<file path="src/rtl/data_pack_if.sv">
// Symbol-in / word-out stream bundle for data_pack.
// slave faces the packer; master faces the symbol source and word sink.
interface data_pack_if #(
   parameter int SYM_W  = 7,
   parameter int WORD_W = 32
);
   logic              valid_in;
   logic              ready_out;
   logic [SYM_W-1:0]  data_in;
   logic              sop_in;
   logic              eop_in;
   logic              valid_out;
   logic              ready_in;
   logic [WORD_W-1:0] data_out;
   logic              sop_out;
   logic              eop_out;
   logic [5:0]        last_bits_out;
   logic              err_out;

   modport slave (
      input  valid_in, data_in, sop_in, eop_in, ready_in,
      output ready_out, valid_out, data_out, sop_out, eop_out, last_bits_out, err_out
   );

   modport master (
      output valid_in, data_in, sop_in, eop_in, ready_in,
      input  ready_out, valid_out, data_out, sop_out, eop_out, last_bits_out, err_out
   );
endinterface

</file>
<file path="src/rtl/data_pack.sv">
// Packs SYM_W-bit symbols LSB-first into WORD_W-bit words.
// Symbols straddle word boundaries; a short final word is zero-padded.
module data_pack #(
   parameter int SYM_W  = 7,
   parameter int WORD_W = 32
) (
   input logic        clk,
   input logic        rst,
   data_pack_if.slave bus
);
   localparam int ACC_W = WORD_W + SYM_W - 1;
   localparam int CNT_W = $clog2(WORD_W + SYM_W);
   localparam logic [CNT_W-1:0] WORD_CNT = CNT_W'(WORD_W);
   localparam logic [CNT_W-1:0] SYM_CNT  = CNT_W'(SYM_W);

   typedef enum logic [1:0] {IDLE, ACCUM, FLUSH} state_t;

   state_t             state_q, state_d;
   logic [ACC_W-1:0]   acc_q, acc_d;
   logic [CNT_W-1:0]   cnt_q, cnt_d;
   logic               first_q, first_d;
   logic               vout_q, vout_d;
   logic [WORD_W-1:0]  dout_q, dout_d;
   logic               sop_q, sop_d;
   logic               eop_q, eop_d;
   logic [5:0]         last_q, last_d;
   logic               err_q, err_d;

   logic               out_free, accept, take, base_first;
   logic [ACC_W-1:0]   base_acc, sum;
   logic [CNT_W-1:0]   base_cnt, ncnt;

   // The output register may reload on the same edge it drains.
   assign out_free      = !vout_q || bus.ready_in;
   assign bus.ready_out = (state_q != FLUSH) && out_free;
   assign accept        = bus.valid_in && bus.ready_out;

   assign bus.valid_out     = vout_q;
   assign bus.data_out      = dout_q;
   assign bus.sop_out       = sop_q;
   assign bus.eop_out       = eop_q;
   assign bus.last_bits_out = last_q;
   assign bus.err_out       = err_q;

   always_comb begin
      state_d    = state_q;
      acc_d      = acc_q;
      cnt_d      = cnt_q;
      first_d    = first_q;
      vout_d     = vout_q && !bus.ready_in;
      dout_d     = dout_q;
      sop_d      = sop_q;
      eop_d      = eop_q;
      last_d     = last_q;
      err_d      = 1'b0;
      take       = 1'b0;
      base_acc   = acc_q;
      base_cnt   = cnt_q;
      base_first = first_q;
      sum        = '0;
      ncnt       = '0;

      if (accept) begin
         if (state_q == IDLE && !bus.sop_in) begin
            err_d = 1'b1;
         end else begin
            take = 1'b1;
            // sop always restarts at bit 0; mid-packet it also flags an error.
            if (bus.sop_in) begin
               base_acc   = '0;
               base_cnt   = '0;
               base_first = 1'b1;
               err_d      = (state_q == ACCUM);
            end
         end
      end

      if (take) begin
         sum     = base_acc | (ACC_W'(bus.data_in) << base_cnt);
         ncnt    = base_cnt + SYM_CNT;
         state_d = ACCUM;
         acc_d   = sum;
         cnt_d   = ncnt;
         first_d = base_first;
         if (ncnt >= WORD_CNT) begin
            vout_d  = 1'b1;
            dout_d  = sum[WORD_W-1:0];
            sop_d   = base_first;
            eop_d   = 1'b0;
            last_d  = 6'(WORD_W);
            first_d = 1'b0;
            acc_d   = sum >> WORD_W;
            cnt_d   = ncnt - WORD_CNT;
            if (bus.eop_in) begin
               if (ncnt == WORD_CNT) begin
                  eop_d   = 1'b1;
                  state_d = IDLE;
               end else begin
                  state_d = FLUSH;
               end
            end
         end else if (bus.eop_in) begin
            vout_d  = 1'b1;
            dout_d  = sum[WORD_W-1:0];
            sop_d   = base_first;
            eop_d   = 1'b1;
            last_d  = 6'(ncnt);
            first_d = 1'b0;
            acc_d   = '0;
            cnt_d   = '0;
            state_d = IDLE;
         end
      end

      if (state_q == FLUSH && out_free) begin
         vout_d  = 1'b1;
         dout_d  = acc_q[WORD_W-1:0];
         sop_d   = 1'b0;
         eop_d   = 1'b1;
         last_d  = 6'(cnt_q);
         acc_d   = '0;
         cnt_d   = '0;
         state_d = IDLE;
      end
   end

   always_ff @(posedge clk or negedge rst) begin
      if (!rst) begin
         state_q <= IDLE;
         acc_q   <= '0;
         cnt_q   <= '0;
         first_q <= 1'b0;
         vout_q  <= 1'b0;
         dout_q  <= '0;
         sop_q   <= 1'b0;
         eop_q   <= 1'b0;
         last_q  <= '0;
         err_q   <= 1'b0;
      end else begin
         state_q <= state_d;
         acc_q   <= acc_d;
         cnt_q   <= cnt_d;
         first_q <= first_d;
         vout_q  <= vout_d;
         dout_q  <= dout_d;
         sop_q   <= sop_d;
         eop_q   <= eop_d;
         last_q  <= last_d;
         err_q   <= err_d;
      end
   end
endmodule
</file>
<file path="src/flat_wrapper.sv">
// flat-port wrapper written by rule: the top's interface ports become plain ports
module data_pack_flat 
#(
   parameter int SYM_W  = 7,
   parameter int WORD_W = 32
)
  (clk, rst, bus_valid_in, bus_data_in, bus_sop_in, bus_eop_in, bus_ready_in, bus_ready_out, bus_valid_out, bus_data_out, bus_sop_out, bus_eop_out, bus_last_bits_out, bus_err_out);
  data_pack_if #(.SYM_W(SYM_W), .WORD_W(WORD_W)) bus_i ();
  input logic clk;
  input logic rst;
  input wire logic [$bits(bus_i.valid_in)-1:0] bus_valid_in;
  input wire logic [$bits(bus_i.data_in)-1:0] bus_data_in;
  input wire logic [$bits(bus_i.sop_in)-1:0] bus_sop_in;
  input wire logic [$bits(bus_i.eop_in)-1:0] bus_eop_in;
  input wire logic [$bits(bus_i.ready_in)-1:0] bus_ready_in;
  output wire logic [$bits(bus_i.ready_out)-1:0] bus_ready_out;
  output wire logic [$bits(bus_i.valid_out)-1:0] bus_valid_out;
  output wire logic [$bits(bus_i.data_out)-1:0] bus_data_out;
  output wire logic [$bits(bus_i.sop_out)-1:0] bus_sop_out;
  output wire logic [$bits(bus_i.eop_out)-1:0] bus_eop_out;
  output wire logic [$bits(bus_i.last_bits_out)-1:0] bus_last_bits_out;
  output wire logic [$bits(bus_i.err_out)-1:0] bus_err_out;
  assign bus_i.valid_in = bus_valid_in;
  assign bus_i.data_in = bus_data_in;
  assign bus_i.sop_in = bus_sop_in;
  assign bus_i.eop_in = bus_eop_in;
  assign bus_i.ready_in = bus_ready_in;
  assign bus_ready_out = bus_i.ready_out;
  assign bus_valid_out = bus_i.valid_out;
  assign bus_data_out = bus_i.data_out;
  assign bus_sop_out = bus_i.sop_out;
  assign bus_eop_out = bus_i.eop_out;
  assign bus_last_bits_out = bus_i.last_bits_out;
  assign bus_err_out = bus_i.err_out;
  data_pack #(.SYM_W(SYM_W), .WORD_W(WORD_W)) u_core (.clk(clk), .rst(rst), .bus(bus_i));
endmodule
</file>
<file path="config.mk">
export PLATFORM = sky130hd
export DESIGN_NAME = data_pack_flat
export DESIGN_NICKNAME = d
export VERILOG_FILES = /design/src/rtl/data_pack_if.sv /design/src/rtl/data_pack.sv /design/src/flat_wrapper.sv
export SDC_FILE = /design/constraint.sdc
export NUM_CORES = 1
export LEC_CHECK = 0
export CORE_MARGIN = 1
export CORE_UTILIZATION = 36
export DETAILED_ROUTE_END_ITERATION = 8
export PLACE_DENSITY = 0.56
export SETUP_SLACK_MARGIN = 0.1
export SYNTH_ARGS = -nofsm -noshare
export SYNTH_HDL_FRONTEND = slang
export SYNTH_SLANG_ARGS = --single-unit
export TNS_END_PERCENT = 30
</file>
<file path="constraint.sdc">
create_clock -name clk -period 3 [get_ports clk]
set_input_delay 0.75 -clock clk [delete_from_list [all_inputs] [get_ports clk]]
set_output_delay 0.75 -clock clk [all_outputs]
set_load 0.02 [all_outputs]
</file>
==> results of run 1 <==
-- cells in the final DEF, fill, tap and decap left out, drive strengths merged, types with 8 or more instances in the layout --
cell,count
a21o,11
a21oi,11
a22o,19
a22oi,23
a31oi,9
and2,8
buf,55
clkbuf,10
clkdlybuf4s50,53
dfrtp,89
inv,9
nand2,77
nor2,34
nor3,10
o21ai,53
-- per-layer routing --
| layer | GRT usage (%) | vias to the layer above |
|---|---|---|
| li1 | - | 2063 |
| met1 | 33.8 | 2205 |
| met2 | 36.6 | 160 |
| met4 | 8.81 | 0 |
| met3 | 3.86 | 23 |
| met5 | 0 | - |
-- where the power goes --
group / internal [mW] / switching (mW)
sequential: 1.46 / 0.209
combinational: 0.884 / 1.19
clock: 0.584 / 0.500
-- area by class of cell --
class | count | area, sq um | area share, %
Sequential cell | 89 | 2230 | 36.1
Clock inverter | 5 | 40.0 | 0.649
Timing Repair Buffer | 109 | 1010 | 16.3
Clock buffer | 10 | 239 | 3.87
Multi-Input combinational cell | 375 | 2410 | 39.0
Tap cell | 176 | 220 | 3.57
Inverter | 9 | 33.8 | 0.547
-- stage by stage --
| step | instances | hold WS, ns | cell area [sq um] | setup slack, ns |
|---|---|---|---|---|
| 2_1_floorplan | 513 | 0.439 | 4870 | 0.269 |
| 3_3_place_gp | 758 | 0.453 | 5880 | -0.00766 |
| 3_5_place_dp | 758 | 0.456 | 5880 | -0.131 |
| 4_1_cts | 773 | 0.348 | 6170 | 0.133 |
| 5_1_grt | 773 | 0.370 | 6170 | 0.125 |
| 6_report | 773 | 0.335 | 6170 | 0.225 |
-- final timing paths --
path                       depth (start not counted)                                    start                                 endpoint
max                                                9                             bus_valid_in             u_core.acc_q[13]$_DFFE_PN0P_
min                                                1                                      rst  u_core.bus.last_bits_out[4]$_DFFE_PN0P_
max reg2reg                                        7              u_core.cnt_q[0]$_DFFE_PN0P_              u_core.acc_q[8]$_DFFE_PN0P_
min reg2reg                                        2  u_core.bus.last_bits_out[0]$_DFFE_PN0P_  u_core.bus.last_bits_out[0]$_DFFE_PN0P_
max in group asynchronous                          2                                      rst               u_core.first_q$_DFFE_PN0P_
min in group clk                                   2  u_core.bus.last_bits_out[0]$_DFFE_PN0P_  u_core.bus.last_bits_out[0]$_DFFE_PN0P_
-- logic make-up after synthesis --
logic type      count (synthesis)  share of synthesized area, %
compound gates                190                          28.7
simple gates                  166                          16.4
flops                          89                          45.7
buf+inv                        49                          5.08
mux                            11                          2.39
xor+xnor                        6                          1.23
fa+ha+maj                       2                         0.513
-- registers in the layout (all words and copies together) (netlist names) --
name	flops
u_core.bus.last_bits_out	6
u_core.bus.err_out	1
u_core.state_q	2
u_core.first_q	1
u_core.acc_q	38
u_core.bus.eop_out	1
u_core.cnt_q	6
u_core.bus.sop_out	1
u_core.bus.data_out	32
u_core.bus.valid_out	1
-- critical path: cells and delay by family --
family | cells | cell delay [ns]
buffers and inverters | 4 | 0.98
AO/OA/AOI/OAI | 5 | 1.33
-- timing repair --
action / 4_1_cts / 5_1_grt
buffers inserted: 0 / 0
setup endpoints to repair: 1 / 1
gates resized for setup: 1 / 2
==> flow_metrics.tcl, run 1 <==
set metrics [dict create \
    critPathLaunchType "input port" \
    end_kind "flip-flop" \
    fin_crit_sh_pct 92.5 \
    groute.usage.overall_pct 23.9 \
    gr-total-overflow 0 \
    cts_tree "done" \
    crit_top_cell "buf_4" \
    yosysWarnings 0 \
    nNetsFinal 608 \
    met3_length_microns 840 \
    synth_most_common_cell "dfrtp_1" \
    coreArea_sq_um 13200 \
    drc 0 \
    powerDensity_nw_per_um2 782 \
    ys_types 69 \
    status "complete, no violations" \
    antenna_left 0 \
    synth_top_flop_cell "dfrtp_1" \
    path_max_fanout 5 \
    hpwlAfterDp_microns 11400 \
    finalPower_mw 4.83 \
    first_global_vias 4496 \
    routed_wl_microns 15900 \
    postSynthAreaPerCell_sq_um 9.50 \
    diodes 0 \
    slowest_stage "o41ai_1" \
    worstPathCellList "clkdlybuf4s50_1 > inv_1 > o41ai_1 > buf_4 > o211a_1 > a21oi_1 > buf_4 > o21ai_1 > a32o_1" \
    synthArstFlopShare_pct 100 \
    initial_utilization_pct 36.8 \
    critPathRequiredTime_ns 3.29 \
    drt_iter0_markers 395 \
    fill_cells 1291 \
    hold_path_class "in -> async" \
    synthTopCellsByCount "dfrtp_1 (89), nand2_1 (77), o21ai_0 (42), nor2_1 (33), a22oi_1 (23)" \
    grt_max_degree 59 \
    cts_made_buffers 9 \
    num_vias 4451 \
    die_height_microns 118 \
    drt-met1-wl_microns 7570 \
    wl_per_cell_microns 20.6 \
    root_buffer "clkbuf_16" \
    dr.pass1.iters 5 \
    antenna_found_initial 0 \
    syn-num-nets 528 \
    hold_violations 0 \
    tightest_slew_ns 0.758 \
    syn_to_final_growth_pct 26.6 \
    r2r_slack_ns 0.39 \
    syn-instance-count 513 \
    max_slew_margin_pct 49.5 \
    worst-setup-path-type "in -> reg" \
    clk_latency_ns 0.35 \
    rows 42 \
    final_core_util_pct 46.6 \
    path_clk_slew_ns 0.07 \
    vdd_drop_max_uv 300 \
    crit_arrival_ns 3.07 \
    h-tree-depth 3 \
    maxSlewViolCount 0 \
    clock_skew_ns 0.00695 \
    io_buffers 55 \
    synth-edff-count 0 \
    via_per_inst 5.76 \
    slowest_delay_ns 0.60 \
    grt_pass1_wl_microns 25500 \
    rsz0062_at_grt "false" \
    ios 56 \
    max_freq_mhz 360 \
    drive_above_1_share_pct 15.9 \
    synth_area_leader_cell "dfrtp_1" \
    clock-sinks 89 \
    setup_tns_ns 0 \
    met2_length_microns 7250 \
    netlist_area_sq_um 4870 \
    synth_top_area_share_pct 45.7 \
    highest_layer "met4" \
    routabilityCongestion 0.929 \
    setup_violations 0 \
    clockBufferDepth 2 \
    power_leakage_nw 2.67 \
    synth_area_leaders "dfrtp_1 (46%), nand2_1 (5.9%), o21ai_0 (4.3%)" \
    layout_min_cycle_time_ns 2.77 \
    maxCapViolations 0 \
    hold_buffers 0 \
    ys_seq_elements 89 \
    die_area_sq_um 14000 \
    seq_area_frac_synth_pct 45.7 \
    die_w_microns 118 \
]
Note: power is estimated with default switching activity, not from simulation.
==> run 2, diff against run 1 <==
Settings changed: DONT_BUFFER_PORTS set to 1, PLACE_DENSITY 0.56 to 0.53, RECOVER_POWER set to 25.
Clock period 3 ns to 2.2 ns, I/O delays scaled along.
==> run 2 against run 1 <==
Effect of this change: combinational power increased by 32%; via count increased by 2.5%; hold slack got worse by 0.44 ns; highest routed layer unchanged; critical path type is now reg -> reg; sequential power increased by 52%; largest power group unchanged; sequential share of layout area decreased by 2.0 points; largest cell class unchanged; critical endpoint is now u_core.acc_q[1]$_DFFE_PN0P_; the run now ends with hold timing left.
==> flow_metrics.tcl, run 2 (synthesized netlist as in run 1, its figures left out) <==
set metrics [dict create \
    status "finished, violations left" \
    violations "hold timing" \
    reg2reg_depth 7 \
    nNetsFinal 614 \
    slowest_stage "dfrtp_2" \
    largest_register_ffs 38 \
    dp_slack_ns -0.143 \
    clockPowerShare_pct 23.0 \
    h-tree-depth 3 \
    rsz0062_at_grt "true" \
    routabilityCongestion 0.890 \
    path_max_fanout 13 \
    placed_area_sq_um 5590 \
    hold_violations 89 \
    switching_share_pct 39.2 \
    largest_register "u_core.acc_q" \
    maxCapViolations 0 \
    tightest_slew_ns 0.574 \
    worstPathCellList "o311ai_4 > buf_6 > xnor2_4 > a211oi_4 > a21o_4 > clkbuf_16 > a221o_1" \
    via_per_inst 5.86 \
    coreArea_sq_um 13200 \
    dr.pass1.iters 5 \
    io_buffers 0 \
    drive_above_1_share_pct 33.5 \
    r2r_slack_ns 0.03 \
    cp_num_buf_inv 2 \
    root_buffer "clkbuf_16" \
    rows 42 \
    final_common_cell "buf_4" \
    crit_arrival_ns 2.40 \
    fin_ws_ns 0.0297 \
    clockBufferDepth 2 \
    die_height_microns 118 \
    routed_wl_microns 17100 \
    grt_pass1_wl_microns 26200 \
    clk_latency_ns 0.35 \
    fin_crit_sh_pct 98.6 \
    power.switching_mw 2.68 \
    r2r_start "u_core.cnt_q[1]$_DFFE_PN0P_" \
    max_freq_mhz 461 \
    diodes 0 \
    gr-total-overflow 0 \
    cts_made_buffers 9 \
    antenna_found_initial 0 \
    initial_utilization_pct 36.8 \
    power_leakage_nw 2.90 \
    critPathLaunchType "flip-flop" \
    first_global_vias 4517 \
    finalInstanceArea_sq_um 6540 \
    max_slew_margin_pct 61.7 \
    cts_tree "done" \
    powerDensity_nw_per_um2 1050 \
    critPathRequiredTime_ns 2.43 \
    reg2reg_to "u_core.acc_q[1]$_DFFE_PN0P_" \
    ios 56 \
    multi_input_area_sq_um 2700 \
    layout_common_cells "buf_4 (92), dfrtp_1 (87), nand2_1 (69)" \
    drc 0 \
    clock-sinks 89 \
    regArea_sq_um 2230 \
    groute.usage.overall_pct 24.6 \
    setup_violations 0 \
    hold_path_class "in -> async" \
    critPathLaunch "u_core.cnt_q[1]$_DFFE_PN0P_" \
    die_w_microns 118 \
    setup_tns_ns 0 \
    antenna_left 0 \
    pwr-share-seq_pct 37.1 \
    maxSlewViolCount 0 \
    crit_family "compound AO/OA/AOI/OAI gates" \
    layout_min_cycle_time_ns 2.17 \
    fill_cells 1295 \
    die_area_sq_um 14000 \
    grt_max_degree 90 \
    drt_iter0_markers 331 \
    timing.hold.ws_ns -0.102 \
    syn_to_final_growth_pct 34.1 \
    num_vias 4564 \
    slowest_delay_ns 0.44 \
    path_clk_slew_ns 0.06 \
    worst-setup-path-type "reg -> reg" \
    clock_skew_ns 0.00642 \
    combPwrFrac_pct 39.9 \
    p_int_mw 4.16 \
    vdd_drop_max_uv 435 \
    hpwlAfterDp_microns 11700 \
    end_kind "flip-flop" \
    wl_per_cell_microns 21.9 \
]
==> run 2: through the flow <==
| step | power [mW] | utilization, % | std cells |
|---|---|---|---|
| finish | 6.84 | 49.4 | 779 |
| global route | 7.19 | 49.4 | 779 |
| CTS | 6.56 | 46.4 | 763 |
| detailed placement | 4.84 | 42.2 | 730 |
| global placement | 4.81 | 42.2 | 730 |
| floorplan | 3.95 | - | 513 |
==> run 2: final cells by class <==
cell class / count / area share [%]
Sequential cell: 89 / 34.1
Multi-Input combinational cell: 375 / 41.4
Timing Repair Buffer: 115 / 16.1
Inverter: 9 / 0.555
Clock buffer: 13 / 3.98
Clock inverter: 2 / 0.574
Tap cell: 176 / 3.37
==> run 2: timing repair <==
action                                 CTS  global route
setup buffers                           19            12
gates cloned                             1             4
endpoints found under the hold margin   89            89
pin swaps                               16            32
gates resized for setup                 35            53
setup endpoints to repair               51            71
==> run 2: layer usage <==
| layer | global-route usage, % | wire length [microns] | vias up |
|---|---|---|---|
| li1 | - | - | 2082 |
| met1 | 33.0 | 7730 | 2292 |
| met4 | 10.7 | 489 | 0 |
| met3 | 5.21 | 932 | 33 |
| met5 | 0 | 0 | - |
| met2 | 38.1 | 7930 | 157 |
==> run 2: power by group through the flow <==
| stage | clock network [mW] | logic [mW] | registers (mW) |
|---|---|---|---|
| 4_1_cts | 1.60 | 2.42 | 2.54 |
| 3_5_place_dp | 0 | 2.27 | 2.57 |
| 3_3_place_gp | 0 | 2.25 | 2.56 |
| 6_report | 1.57 | 2.73 | 2.54 |
| 5_1_grt | 1.67 | 2.93 | 2.59 |
| 2_1_floorplan | 0 | 1.49 | 2.45 |
==> run 2: worst max path at each step <==
stage	endpoint	depth (start not counted)
global placement	u_core.acc_q[12]$_DFFE_PN0P_	8
global route	u_core.bus.eop_out$_DFFE_PN0P_	11
CTS	u_core.acc_q[1]$_DFFE_PN0P_	7
finish	u_core.acc_q[1]$_DFFE_PN0P_	7
floorplan	u_core.bus.last_bits_out[4]$_DFFE_PN0P_	13
detailed placement	u_core.bus.data_out[4]$_DFFE_PN0P_	8
